===== config.mk =====
export PLATFORM = sky130hd
export DESIGN_NAME = subband_serializer_flat
export DESIGN_NICKNAME = d
export VERILOG_FILES = /design/src/rtl/subband_serializer_pkg.sv /design/src/rtl/subband_serializer_if.sv /design/src/rtl/subband_serializer_sat_round_q.sv /design/src/rtl/subband_serializer.sv /design/src/flat_wrapper.sv
export SDC_FILE = /design/constraint.sdc
export NUM_CORES = 1
export LEC_CHECK = 0
export CAP_MARGIN = 30
export CORE_AREA = 2 2 216 218
export CTS_CLUSTER_SIZE = 16
export DETAILED_ROUTE_END_ITERATION = 8
export DIE_AREA = 0 0 218 220
export SLEW_MARGIN = 20
export SYNTH_ARGS = -nofsm -noshare
export SYNTH_HDL_FRONTEND = slang
export SYNTH_SLANG_ARGS = --single-unit
export TNS_END_PERCENT = 100

===== constraint.sdc =====
create_clock -name clock -period 5.02 [get_ports clock]
set_input_delay 1.255 -clock clock [delete_from_list [all_inputs] [get_ports clock]]
set_output_delay 1.255 -clock clock [all_outputs]
set_load 0.02 [all_outputs]

===== src/rtl/subband_serializer_pkg.sv =====
// Shared widths, saturation limits and FSM state encoding for the
// filter-bank band serializer.
package subband_pkg;

  localparam int NUM_BANDS  = 16;
  localparam int IN_W       = 33;
  localparam int OUT_W      = 16;
  localparam int BAND_IDX_W = 4;

  localparam logic [OUT_W-1:0] SAT_MAX = 16'h7FFF;
  localparam logic [OUT_W-1:0] SAT_MIN = 16'h8000;

  typedef enum logic {
    IDLE = 1'b0,
    SEND = 1'b1
  } state_t;

endpackage


===== src/rtl/subband_serializer_if.sv =====
// Narrow valid/ready beat stream carrying one requantised band per beat.
interface subband_serializer_if;
  import subband_pkg::*;

  logic                  out_valid;
  logic                  out_ready;
  logic [OUT_W-1:0]      out_data;
  logic [BAND_IDX_W-1:0] out_band;
  logic                  out_last;
  logic                  out_sat;

  modport master (
    output out_valid, out_data, out_band, out_last, out_sat,
    input  out_ready
  );

  modport slave (
    input  out_valid, out_data, out_band, out_last, out_sat,
    output out_ready
  );

endinterface


===== src/rtl/subband_serializer_sat_round_q.sv =====
// Combinational gain shift, round-half-up and saturation from a 33-bit
// Q.32 band sample down to a 16-bit Q.15 output sample.
module sat_round_q
  import subband_pkg::*;
#(
  parameter int GAIN_SHIFT = 0
) (
  input  logic [IN_W-1:0]  x,
  output logic [OUT_W-1:0] y,
  output logic             sat
);

  localparam int YW = IN_W + GAIN_SHIFT + 1;
  localparam int S  = IN_W - OUT_W;
  localparam logic signed [YW-1:0] HALF = {{(YW-S){1'b0}}, 1'b1, {(S-1){1'b0}}};

  logic signed [YW-1:0] w_ext;
  logic signed [YW-1:0] w_rnd;
  logic signed [YW-1:0] w_sh;
  logic                 w_ovf;

  // One spare top bit keeps the rounding add from wrapping.
  assign w_ext = $signed({{(GAIN_SHIFT+1){x[IN_W-1]}}, x}) <<< GAIN_SHIFT;
  assign w_rnd = w_ext + HALF;
  assign w_sh  = w_rnd >>> S;

  // In range only if everything above the output sign bit is a sign copy.
  assign w_ovf = !((&w_sh[YW-1:OUT_W-1]) || !(|w_sh[YW-1:OUT_W-1]));

  assign sat = w_ovf;
  assign y   = w_ovf ? (w_sh[YW-1] ? SAT_MIN : SAT_MAX) : w_sh[OUT_W-1:0];

endmodule


===== src/rtl/subband_serializer.sv =====
// Snapshots all 16 filter-bank bands on in_valid and streams them out,
// requantised, one band per valid/ready beat, band 0 first.
//   state | meaning
//   IDLE  | no set held, waiting for in_valid
//   SEND  | presenting snapshot beats, band r_band on the output
module subband_serializer
  import subband_pkg::*;
#(
  parameter int GAIN_SHIFT = 0
) (
  input  logic                      clock,
  input  logic                      reset_n,
  input  logic                      in_valid,
  input  logic [NUM_BANDS*IN_W-1:0] in_data,
  input  logic                      clear_overrun,
  output logic                      overrun,
  subband_serializer_if.master      o_stream
);

  state_t                r_state;
  logic [BAND_IDX_W-1:0] r_band;
  logic [IN_W-1:0]       r_snap [NUM_BANDS];
  logic [OUT_W-1:0]      r_data;
  logic                  r_last;
  logic                  r_sat;
  logic                  r_overrun;

  logic                  w_xfer;
  logic                  w_end;
  logic                  w_capture;
  logic                  w_drop;
  logic [BAND_IDX_W-1:0] w_next_band;
  logic [IN_W-1:0]       w_x;
  logic [OUT_W-1:0]      w_q;
  logic                  w_sat;

  assign w_xfer      = (r_state == SEND) && o_stream.out_ready;
  assign w_end       = w_xfer && (r_band == BAND_IDX_W'(NUM_BANDS-1));
  assign w_capture   = in_valid && ((r_state == IDLE) || w_end);
  assign w_drop      = in_valid && (r_state == SEND) && !w_end;
  assign w_next_band = r_band + 1'b1;

  // On capture the first beat is quantised straight from the incoming set,
  // otherwise from the snapshot entry that becomes current next cycle.
  assign w_x = w_capture ? in_data[IN_W-1:0] : r_snap[w_next_band];

  sat_round_q #(.GAIN_SHIFT(GAIN_SHIFT)) u_q (
    .x   (w_x),
    .y   (w_q),
    .sat (w_sat)
  );

  always_ff @(posedge clock or negedge reset_n) begin
    if (!reset_n) begin
      r_state   <= IDLE;
      r_band    <= '0;
      r_data    <= '0;
      r_last    <= 1'b0;
      r_sat     <= 1'b0;
      r_overrun <= 1'b0;
      for (int k = 0; k < NUM_BANDS; k++) r_snap[k] <= '0;
    end else begin
      if (w_capture) begin
        for (int k = 0; k < NUM_BANDS; k++) r_snap[k] <= in_data[IN_W*k +: IN_W];
        r_state <= SEND;
        r_band  <= '0;
        r_data  <= w_q;
        r_sat   <= w_sat;
        r_last  <= 1'b0;
      end else if (w_end) begin
        r_state <= IDLE;
        r_band  <= '0;
        r_data  <= '0;
        r_sat   <= 1'b0;
        r_last  <= 1'b0;
      end else if (w_xfer) begin
        r_band  <= w_next_band;
        r_data  <= w_q;
        r_sat   <= w_sat;
        r_last  <= (w_next_band == BAND_IDX_W'(NUM_BANDS-1));
      end

      // A drop in the same cycle as a clear keeps the flag set.
      if (w_drop)             r_overrun <= 1'b1;
      else if (clear_overrun) r_overrun <= 1'b0;
    end
  end

  assign o_stream.out_valid = (r_state == SEND);
  assign o_stream.out_data  = r_data;
  assign o_stream.out_band  = r_band;
  assign o_stream.out_last  = r_last;
  assign o_stream.out_sat   = r_sat;
  assign overrun            = r_overrun;

endmodule

===== src/flat_wrapper.sv =====
// flat-port wrapper written by rule: the top's interface ports become plain ports
module subband_serializer_flat import subband_pkg::*;
#(
  parameter int GAIN_SHIFT = 0
)
  (clock, reset_n, in_valid, in_data, clear_overrun, overrun, o_stream_out_valid, o_stream_out_data, o_stream_out_band, o_stream_out_last, o_stream_out_sat, o_stream_out_ready);
  subband_serializer_if o_stream_i ();
  input  logic clock;
  input  logic reset_n;
  input  logic in_valid;
  input  logic [NUM_BANDS*IN_W-1:0] in_data;
  input  logic clear_overrun;
  output logic overrun;
  output wire logic [$bits(o_stream_i.out_valid)-1:0] o_stream_out_valid;
  output wire logic [$bits(o_stream_i.out_data)-1:0] o_stream_out_data;
  output wire logic [$bits(o_stream_i.out_band)-1:0] o_stream_out_band;
  output wire logic [$bits(o_stream_i.out_last)-1:0] o_stream_out_last;
  output wire logic [$bits(o_stream_i.out_sat)-1:0] o_stream_out_sat;
  input wire logic [$bits(o_stream_i.out_ready)-1:0] o_stream_out_ready;
  assign o_stream_out_valid = o_stream_i.out_valid;
  assign o_stream_out_data = o_stream_i.out_data;
  assign o_stream_out_band = o_stream_i.out_band;
  assign o_stream_out_last = o_stream_i.out_last;
  assign o_stream_out_sat = o_stream_i.out_sat;
  assign o_stream_i.out_ready = o_stream_out_ready;
  subband_serializer #(.GAIN_SHIFT(GAIN_SHIFT)) u_core (.clock(clock), .reset_n(reset_n), .in_valid(in_valid), .in_data(in_data), .clear_overrun(clear_overrun), .overrun(overrun), .o_stream(o_stream_i));
endmodule

==> impl_metrics.csv <==
group,metric,value,unit
floorplanning,top_level_ports,557,
synth,syn-num-nets,2035,
drt,vias_per_cell,4.764,
setup_path,rr_worst_depth,11,
synth,synth_ff_type,"dfrtp_1",
cts,clk_path_buf_depth,3,
floorplanning,die-area,47960,µm²
run_status,status,"complete, no violations",
power_and_ir_drop,clock_power_share,24.9,%
cts,postCtsSetupRepairBufs,0,
drt,drc,0,
global_route,antenna_found_initial,8,
floorplanning,initial_utilization,30.52,%
synth,synth_seq_area_share,52.92,%
timing,hold_viol,0,
timing,drv_slew,0,
cells_and_area,layout-drive-gt1-share,9.794,%
setup_path,max_stage_delay,0.52,ns
place,place.gp.congestion,0.8156,
setup_path,worst_setup_path_start_kind,"input port",
timing,fin_crit,4.253,ns
global_route,overflow,0,
power_and_ir_drop,power.internal,0.006547,W
synth,ys_seq_elements,296,
cts,clkTransAtPathRegs,0.06,ns
cts,h-tree-depth,2,
synth,synthCells,1499,
synth,synth_edf_count,0,
power_and_ir_drop,p_switching,0.003708,W
drt,vias,11457,
job,max_cap_viol_count,0,
power_and_ir_drop,p_leak,9.251,nW
timing,rsz0062_at_grt,"no",
setup_path,crit_slowest_cell,"clkdlybuf4s50_1",
synth,synth_warnings,0,
drt,drt-total-wl,45960,µm
power_and_ir_drop,switching_share,36.16,%
cts,clock_latency,0.54,ns
synth,synth.distinct_cells,56,
synth,async_reset_ff_share,100.0,%
power_and_ir_drop,peakVddDrop,0.0003482,V
cts,clock_sinks,296,
drt,routedWlPerCell,19.11,µm
cells_and_area,fin_nets,2309,
global_route,grt_pass1_vias,11828,
setup_path,worstPathMaxFanout,15,
synth,syn_avg_cell_area,9.337,µm²
drt,firstDrtPassIters,5,
setup_path,critPathCaptureType,"flop",
timing,finalCritPeriodShare,84.72,%
cts,cts_tree,"built",
synth,yosys.area.top_type,"dfrtp_1",
cts,cts_resized,0,
cts,ctsHoldBuffers,0,
floorplanning,fp-row-count,79,
min_path,hold_path.class,"flop to flop",
place,dp_hpwl,32950,µm
setup_path,cp.required,5.41,ns
cells_and_area,postLayoutCoreUtil,40.99,%
timing,tns,0,ns
cells_and_area,syn_to_final_growth,34.34,%
timing,finalSetupViolations,0,
min_path,whs_path_depth,2,
floorplanning,die_w,218,µm
setup_path,worstSetupPathType,"input port to flop",
drt,antenna_left,0,
cells_and_area,n_fill_cell,4549,
setup_path,crit_chain,"clkdlybuf4s50_1 > and4_1 > o21a_4 > nor2_1 > a221oi_2 > o311ai_1 > nor4_4 > nand4_1 > nand2_1 > o211ai_1",
timing,max_freq,0.2351,GHz
power_and_ir_drop,pwr-share-seq,37.2,%
timing,worst_slew_pin_slew,1.012,ns
timing,fin_skew,0.01328,ns
global_route,grt_max_degree,124,
power_and_ir_drop,cellPowerDensity,545.4,nW/µm²
floorplanning,die_h,220,µm
timing,relSlewSlack,32.56,%
power_and_ir_drop,power_frac_comb,37.9,%
floorplanning,coreArea,45860,µm²
global_route,grt_pass1_wl,70400,µm
synth,synth_top_area_share,52.92,%
synth,syn_area,14000,µm²
place,portBuffers,300,
cts,numCtsBuffers,37,
drt,drt_iter0_markers,790,
setup_path,cp_data_arrival_time,4.64,ns
cts,root_buffer,"clkbuf_16",
synth,synth.area.top_cells,"dfrtp_1 53%, nand2_1 23%, mux4_2 10%, mux2i_1 2.4%, clkbuf_1 1.6%",
global_route,grtUsageTotal,19.40,%
-- worst max-delay path, delay by kind of cell --
family	cells	cell delay, ns
buf+inv	1	0.52
simple gates	5	1.65
compound gates	4	1.21
-- cells in the mapped netlist (all sizes together), types with 2 or more instances --
library cell and count:
o311ai 2, o31ai 2, o211ai 20, ha 3, mux2i 33, o21ai 11
or3 3, buf 31, mux2 4, a21o 3, a31oi 3, xnor2 10
nand3 19, nand2b 3, nor2b 2, inv 8, and2 3, nand2 854
o21a 2, dfrtp 296, a221oi 3, nor2 17, a21oi 9, a311oi 2
nand4 5, o211a 2, xor2 9, mux4 63, clkbuf 61, a22oi 2
nor3 2
-- layout by cell type (no fill, tap or decap), drive strengths merged, types with 5 or more instances in the layout --
| cell | netlist | final |
|---|---|---|
| clkbuf | 61 | 51 |
| o211ai | 20 | 20 |
| nand3 | 19 | 19 |
| xnor2 | 10 | 10 |
| nand2 | 854 | 854 |
| a21oi | 9 | 9 |
| dfrtp | 296 | 296 |
| mux2i | 33 | 33 |
| clkdlybuf4s50 | 0 | 299 |
| nor2 | 17 | 17 |
| inv | 8 | 8 |
| xor2 | 9 | 9 |
| nand4 | 5 | 5 |
| buf | 31 | 28 |
| clkinv | 0 | 9 |
| o21ai | 11 | 11 |
| mux4 | 63 | 63 |
-- registers in the layout, indices dropped and copies added, names as in the netlist --
| register | count |
|---|---|
| u_core.o_stream.out_band | 4 |
| u_core.o_stream.out_data | 16 |
| u_core.o_stream.out_last | 1 |
| u_core.o_stream.out_sat | 1 |
| u_core.o_stream.out_valid | 1 |
| u_core.overrun | 1 |
| u_core.r_snap | 272 |
-- area by class of cell --
cell class | instances | area (µm²) | area share [%]
flip-flops and latches | 296 | 7411 | 39.42
repair buffers | 327 | 3326 | 17.69
well taps | 607 | 759.5 | 4.039
inverters | 8 | 30.03 | 0.1597
multi-input cells | 1103 | 6120 | 32.55
clock buffers | 51 | 1079 | 5.736
diodes | 1 | 2.502 | 0.01331
clock inverters | 12 | 75.07 | 0.3993
-- through the flow --
stage,setup WS (ns),std cells,cell area (µm²),hold slack [ns],power [W]
CTS,0.7910,2402,18740,0.4725,0.01041
detailed placement,0.2630,2339,17590,0.4584,0.007788
finish,0.7671,2405,18800,0.4689,0.01026
floorplan,0.9327,1499,14000,0.4403,0.006252
global placement,0.3183,2339,17590,0.4526,0.007669
global route,0.5355,2405,18800,0.4817,0.01094
-- layer usage --
metal	global-route usage (%)	vias to the layer above	share of wire, %
met1	27.17	5618	46
met4	4.762	12	1.6
li1	-	5405	-
met2	30.63	363	46
met3	4.141	59	6.9
met5	0	-	0.18
-- power by group through the flow --
stage / Clock, W / Combinational [W] / Sequential, W
after global routing: 0.00271 / 0.00429 / 0.00393
after floorplan: 0 / 0.00254 / 0.00371
after CTS: 0.00263 / 0.00396 / 0.00381
after detailed placement: 0 / 0.00393 / 0.00385
final: 0.00255 / 0.00389 / 0.00382
after global placement: 0 / 0.00387 / 0.00380
-- path summary, 6_finish.rpt --
check	from	slack, ns	end
max reg2reg	u_core.o_stream.out_band[1]	0.79	u_core.o_stream.out_data[4]
min in group asynchronous	reset_n	0.83	u_core.r_snap[64]
min reg2reg	u_core.r_snap[186]	0.47	u_core.r_snap[186]
max	o_stream_out_ready	0.77	u_core.o_stream.out_data[4]
min	u_core.r_snap[186]	0.47	u_core.r_snap[186]
max in group asynchronous	reset_n	2.93	u_core.r_snap[380]
-- logic make-up after synthesis --
| kind of cell | share of synthesized area, % |
|---|---|
| XOR/XNOR | 1.430 |
| AO/OA/AOI/OAI | 3.880 |
| buffers and inverters | 3.504 |
| multiplexers | 12.82 |
| AND/OR/NAND/NOR | 25.17 |
| adder cells (fa/ha/maj) | 0.2682 |
| flip-flops | 52.92 |
Power figures use the tool's default switching activity.
